[config.mk]
export PLATFORM = sky130hd
export DESIGN_NAME = dd_arbiter
export DESIGN_NICKNAME = d
export VERILOG_FILES = /design/src/rtl/dd_arbiter_pkg.sv /design/src/rtl/dd_rr_pick.sv /design/src/rtl/dd_arbiter.sv
export SDC_FILE = /design/constraint.sdc
export NUM_CORES = 1
export LEC_CHECK = 0
export CAP_MARGIN = 30
export CORE_AREA = 2 2 118 108
export CTS_CLUSTER_DIAMETER = 60
export DETAILED_ROUTE_END_ITERATION = 12
export DIE_AREA = 0 0 120 110
export GPL_TIMING_DRIVEN = 0
export PLACE_DENSITY = 0.75
export SYNTH_ARGS = -nofsm -noshare
export SYNTH_HDL_FRONTEND = slang
export SYNTH_SLANG_ARGS = --single-unit
[constraint.sdc]
create_clock -name clk -period 3.1 [get_ports clk]
set_clock_uncertainty 0.15 [all_clocks]
set_input_delay 0.62 -clock clk [delete_from_list [all_inputs] [get_ports clk]]
set_output_delay 0.62 -clock clk [all_outputs]
set_load 0.01 [all_outputs]
[src/rtl/dd_arbiter_pkg.sv]
`default_nettype none
// ============================================================================
//  Module      : dd_arbiter_pkg
//  Description : Shared types and helpers for the double-dabble arbiter.
//  Revision    : 1.0 - initial release
// ============================================================================
package dd_arbiter_pkg;

    typedef enum logic [0:0] {
        ST_IDLE = 1'b0,
        ST_BUSY = 1'b1
    } state_t;

    // Minimum width of 1 so that single-value counters and indices stay legal.
    function automatic int clog2(input int value);
        int width;
        width = 0;
        while ((1 << width) < value) begin
            width = width + 1;
        end
        if (width == 0) begin
            width = 1;
        end
        return width;
    endfunction

    // Requester idx owns bits [idx*width +: width] of the flattened operand bus.
    function automatic int operand_lsb(input int idx, input int width);
        return idx * width;
    endfunction

endpackage
`default_nettype wire

[src/rtl/dd_rr_pick.sv]
`default_nettype none
// ============================================================================
//  Module      : dd_rr_pick
//  Description : Round-robin picker: first valid requester at or after rr_ptr.
//  Revision    : 1.0 - initial release
// ============================================================================
module dd_rr_pick
    import dd_arbiter_pkg::*;
#(
    parameter int NUM_REQ = 4,
    parameter int PTR_W   = clog2(NUM_REQ)
) (
    input  logic [NUM_REQ-1:0] req_valid,
    input  logic [PTR_W-1:0]   rr_ptr,
    output logic [PTR_W-1:0]   grant_idx,
    output logic               any_valid
);

    int w_idx;

    always_comb begin
        grant_idx = '0;
        any_valid = 1'b0;
        w_idx     = 0;
        for (int k = 0; k < NUM_REQ; k++) begin
            w_idx = int'(rr_ptr) + k;
            if (w_idx >= NUM_REQ) begin
                w_idx = w_idx - NUM_REQ;
            end
            if (!any_valid && req_valid[w_idx[PTR_W-1:0]]) begin
                any_valid = 1'b1;
                grant_idx = w_idx[PTR_W-1:0];
            end
        end
    end

endmodule
`default_nettype wire

[src/rtl/dd_arbiter.sv]
`default_nettype none
// ============================================================================
//  Module      : dd_arbiter
//  Description : Round-robin sharing of one binary-to-BCD converter among
//                NUM_REQ requesters, with a completion watchdog.
//  Revision    : 1.0 - initial release
// ============================================================================
module dd_arbiter
    import dd_arbiter_pkg::*;
#(
    parameter int NUM_REQ        = 4,
    parameter int INPUT_WIDTH    = 32,
    parameter int DECIMAL_DIGITS = 8,
    parameter int TIMEOUT_CYCLES = 1024
) (
    input  logic                          clk,
    input  logic                          resetn,
    input  logic [NUM_REQ-1:0]            req_valid,
    input  logic [NUM_REQ*INPUT_WIDTH-1:0] req_binary,
    output logic [NUM_REQ-1:0]            req_ready,
    output logic [NUM_REQ-1:0]            resp_valid,
    output logic [4*DECIMAL_DIGITS-1:0]   resp_bcd,
    output logic                          resp_err,
    output logic [INPUT_WIDTH-1:0]        dd_binary,
    output logic                          dd_start,
    input  logic [4*DECIMAL_DIGITS-1:0]   dd_bcd,
    input  logic                          dd_done,
    output logic                          busy,
    output logic [clog2(NUM_REQ)-1:0]     grant_id
);

    localparam int c_ptr_w = clog2(NUM_REQ);
    localparam int c_bcd_w = 4 * DECIMAL_DIGITS;
    localparam int c_cnt_w = clog2(TIMEOUT_CYCLES + 1);
    localparam bit c_to_en = (TIMEOUT_CYCLES != 0);
    localparam logic [c_cnt_w-1:0] c_to_last =
        c_cnt_w'((TIMEOUT_CYCLES == 0) ? 0 : TIMEOUT_CYCLES - 1);

    state_t               r_state,      w_state_nxt;
    logic [c_ptr_w-1:0]   r_rr_ptr,     w_rr_ptr_nxt;
    logic [c_ptr_w-1:0]   r_grant_id,   w_grant_id_nxt;
    logic [NUM_REQ-1:0]   r_req_ready,  w_req_ready_nxt;
    logic [NUM_REQ-1:0]   r_resp_valid, w_resp_valid_nxt;
    logic                 r_resp_err,   w_resp_err_nxt;
    logic [c_bcd_w-1:0]   r_resp_bcd,   w_resp_bcd_nxt;
    logic [INPUT_WIDTH-1:0] r_dd_binary, w_dd_binary_nxt;
    logic                 r_dd_start,   w_dd_start_nxt;
    logic [c_cnt_w-1:0]   r_cnt,        w_cnt_nxt;

    logic [c_ptr_w-1:0]     w_pick_idx;
    logic                   w_any_valid;
    logic [INPUT_WIDTH-1:0] w_pick_operand;
    logic [c_ptr_w-1:0]     w_rr_after_grant;

    dd_rr_pick #(
        .NUM_REQ (NUM_REQ),
        .PTR_W   (c_ptr_w)
    ) u_pick (
        .req_valid (req_valid),
        .rr_ptr    (r_rr_ptr),
        .grant_idx (w_pick_idx),
        .any_valid (w_any_valid)
    );

    assign w_pick_operand =
        req_binary[operand_lsb(int'(w_pick_idx), INPUT_WIDTH) +: INPUT_WIDTH];

    assign w_rr_after_grant = (r_grant_id == c_ptr_w'(NUM_REQ - 1)) ?
                              '0 : r_grant_id + 1'b1;

    always_comb begin
        w_state_nxt      = r_state;
        w_rr_ptr_nxt     = r_rr_ptr;
        w_grant_id_nxt   = r_grant_id;
        w_req_ready_nxt  = '0;
        w_resp_valid_nxt = '0;
        w_resp_err_nxt   = 1'b0;
        w_resp_bcd_nxt   = r_resp_bcd;
        w_dd_binary_nxt  = r_dd_binary;
        w_dd_start_nxt   = 1'b0;
        w_cnt_nxt        = r_cnt;
        case (r_state)
            ST_IDLE: begin
                if (w_any_valid) begin
                    w_req_ready_nxt[w_pick_idx] = 1'b1;
                    w_dd_binary_nxt = w_pick_operand;
                    w_dd_start_nxt  = 1'b1;
                    w_grant_id_nxt  = w_pick_idx;
                    w_cnt_nxt       = '0;
                    w_state_nxt     = ST_BUSY;
                end
            end
            ST_BUSY: begin
                // A done level still present from a previous job is not ours.
                if (dd_done && !r_dd_start) begin
                    w_resp_bcd_nxt               = dd_bcd;
                    w_resp_valid_nxt[r_grant_id] = 1'b1;
                    w_rr_ptr_nxt                 = w_rr_after_grant;
                    w_state_nxt                  = ST_IDLE;
                end else if (c_to_en && (r_cnt == c_to_last)) begin
                    w_resp_bcd_nxt               = '0;
                    w_resp_valid_nxt[r_grant_id] = 1'b1;
                    w_resp_err_nxt               = 1'b1;
                    w_rr_ptr_nxt                 = w_rr_after_grant;
                    w_state_nxt                  = ST_IDLE;
                end else begin
                    w_cnt_nxt = r_cnt + 1'b1;
                end
            end
            default: begin
                w_state_nxt = ST_IDLE;
            end
        endcase
    end

    always_ff @(posedge clk) begin
        if (!resetn) begin
            r_state      <= ST_IDLE;
            r_rr_ptr     <= '0;
            r_grant_id   <= '0;
            r_req_ready  <= '0;
            r_resp_valid <= '0;
            r_resp_err   <= 1'b0;
            r_resp_bcd   <= '0;
            r_dd_binary  <= '0;
            r_dd_start   <= 1'b0;
            r_cnt        <= '0;
        end else begin
            r_state      <= w_state_nxt;
            r_rr_ptr     <= w_rr_ptr_nxt;
            r_grant_id   <= w_grant_id_nxt;
            r_req_ready  <= w_req_ready_nxt;
            r_resp_valid <= w_resp_valid_nxt;
            r_resp_err   <= w_resp_err_nxt;
            r_resp_bcd   <= w_resp_bcd_nxt;
            r_dd_binary  <= w_dd_binary_nxt;
            r_dd_start   <= w_dd_start_nxt;
            r_cnt        <= w_cnt_nxt;
        end
    end

    assign req_ready  = r_req_ready;
    assign resp_valid = r_resp_valid;
    assign resp_err   = r_resp_err;
    assign resp_bcd   = r_resp_bcd;
    assign dd_binary  = r_dd_binary;
    assign dd_start   = r_dd_start;
    assign busy       = (r_state == ST_BUSY);
    assign grant_id   = r_grant_id;

endmodule
`default_nettype wire

==> metrics.txt <==
status=complete, no violations; Storage cell area=0.00180 sq mm; setup TNS=0 ns; vias=3947; Syn. warnings=0; FF+latch count, synth=90; sequential share of the synthesized area=around 44%; Syn-to-layout area delta=71.3%; worst hold path class=reg2reg; hold_buf cts=0; ys async rst share=0%; Worst Hold End=dd_binary[22]; drt drc=0; Pwr Density=443 mW/mm^2; FP Rows=38; Final Setup Violations=0; CP dominant cell by count=nand2_4; CP arrival=roughly 2.4 ns; hold depth=2; Final Cycle Share=about 77%; setup repair bufs after CTS=0; number of buffer and inverter stages on the critical path=3; DR WL/cell=around 16 microns; largest net degree at the start of global routing=17; ratio of cells with drive above 1 in the final layout=between 10% and 20%; Clock Pin Slew Worst Setup and Hold Paths=~0.070 ns; ANT nets after route=0; Slew headroom=a little over two thirds; nature of the critical path endpoint=register; clk_lat worst skew=0.33 ns; Hold Startpoint=dd_binary[22]; Clock Path Buffers=2; Worst R2R Setup Slack=~0.95 ns; # diodes=0; r2r startpoint=r_cnt[0]; FMAX=between 400 and 500 MHz; initial antenna violation count=0; final hold vios=0; total CTS buffers=9; CP max-delay cell=or4_4; VDD IR max=261 uV; minimum clock period=between 2 and 2.5 ns; CTS root buf=clkbuf_16; Least-Margin Pin Slew=0.445 ns; Worst Reg-to-Reg Cells=6; most frequent cells in the layout=clkdlybuf4s50_1 (243), dfxtp_1 (90), mux2i_1 (66); GRT Residual Overflow=0; Post-Syn Nets=555; most common cell after layout, fill and taps aside=clkdlybuf4s50_1; cell count after synthesis=383; Synth Flop Type=dfxtp_1; placed cell count=just under 800; global-route usage over all layers=approximately 19%; Yosys cell types=41; first-pass GRT wire length=around 20 mm; NumNets Final=809; CP top delay family=simple AND/OR/NAND/NOR gates; number of I/O port buffers=~240; Worst Path Required=~3.2 ns; CTS tree=yes; post-route insts no fill=~800; CP max FO=10; max_cap viols=0; RSZ-0062 raised after global routing=false; Resized cells post-CTS=0; Crit Path Category=in2reg; Initial Util=34.5%; # clock sinks=90; vias in the first global route=between 4000 and 5000; Ports=around 240; area of the multi-input gates=about 0.0021 sq mm; Final Wtd Congestion=about 0.8; Worst Setup Start Kind=input port; Post-Syn Area=~0.0041 sq mm; die footprint=~0.013 sq mm; Slew Limit Fails=0; Detailed Place HPWL=between 10 and 15 mm; LEAKAGE=approximately 2.9 nW; fill count=between 1000 and 1500; core area=0.0119 sq mm; Iteration-0 DRC Markers=between 100 and 150; Avg Cell Area, Syn=between 10 and 15 sq um; reg-to-reg critical path endpoint=resp_bcd[21]; biggest cell delay along the critical path=roughly 0.62 ns; Post-Route WL=~13 mm; Detailed Routing Iterations Pass 1=4; worst-path cell chain=clkdlybuf4s50_1, or4_4, nand2_4, nor2_4, nand2_4, buf_6, buf_12, o221ai_1; CTS H-tree lvls=3; EDFF count, synth=0; Vias per Instance=approximately 4.9; Die X=120 microns; die height=about 110 microns; Core Util, Final=around three fifths
flip-flops by register name, summed over array words and instances (netlist names):
name	count
dd_binary	32
resp_bcd	32
r_cnt	11
req_ready	4
resp_valid	4
grant_id	2
r_rr_ptr	2
busy	1
dd_start	1
resp_err	1
worst max-delay path by stage:
stage / from / end / slack, ns / cells past startpoint
after detailed placement: req_valid[2] / dd_binary[14] / 0.36 / 8
after CTS: req_valid[2] / dd_binary[14] / 0.73 / 8
after global placement: req_valid[2] / dd_binary[9] / 0.41 / 7
after floorplan: req_valid[2] / dd_binary[13] / 1.02 / 7
after global routing: req_valid[1] / dd_binary[30] / 0.62 / 7
final: req_valid[2] / dd_binary[14] / 0.71 / 8
Yosys cell counts (all sizes together), types with 2 or more instances:
library cell | count | area, sq um
ha | 5 | 62.6
xnor2 | 5 | 43.8
buf | 22 | 215
nand2b | 5 | 31.3
nor2b | 3 | 18.8
a22o | 32 | 320
a31o | 3 | 26.3
inv | 5 | 18.8
and2 | 5 | 31.3
clkbuf | 3 | 11.3
and3 | 2 | 12.5
a21oi | 14 | 88.8
dfxtp | 90 | 1800
mux2i | 66 | 661
o221ai | 32 | 305
a211oi | 4 | 30.0
nor2 | 17 | 71.3
o41ai | 2 | 36.3
nor3 | 2 | 10.0
nand2 | 48 | 195
nand4 | 2 | 18.8
nand3 | 7 | 35.0
worst register-to-register path: stages (launching register included):
cell	delay [ns]
dfxtp_1	0.38
ha_1	0.26
nand2_1	0.15
o41ai_4	0.47
a21oi_2	0.20
buf_6	0.18
a22o_2	0.26
logic make-up (layout without fill, tap and decap cells):
kind of cell	after synthesis	in the layout	synth area share [%]
buffers and inverters	30	289	5.95
XOR/XNOR	5	5	1.06
flip-flops	90	90	43.7
multiplexers	66	66	16.0
AND/OR/NAND/NOR	95	95	11.2
AO/OA/AOI/OAI	92	92	20.5
adder cells (fa/ha/maj)	5	5	1.52
per-layer routing:
metal | global-route usage [%] | vias up | part of all wire (%)
li1 | - | 1943 | -
met1 | 21.0 | 1842 | 39
met2 | 36.2 | 154 | 52
met3 | 6.69 | 8 | 7.9
met4 | 4.87 | 0 | 0.98
met5 | 0 | - | 0
power by group:
part	internal, mW	switching, mW
clock network	0.635	0.471
logic	0.459	0.286
registers	1.23	0.0438
metrics by stage:
stage	area [sq um]	worst slack [ns]	total power, mW	hold WS [ns]
after floorplan	4120	1.02	1.62	0.299
after global placement	6750	0.408	2.04	0.295
after detailed placement	6750	0.358	2.05	0.297
after CTS	7060	0.725	3.17	0.319
after global routing	7060	0.622	3.28	0.341
final	7060	0.712	3.13	0.315
layout make-up:
class	instances	share of cell area, %
clock buffers	10	3.24
well taps	160	2.84
repair buffers	243	34.5
flip-flops and latches	90	25.5
plain buffers	25	3.21
inverters	5	0.266
multi-input cells	263	29.4
clock inverters	6	1.08
(Power assumes the default switching activity.)
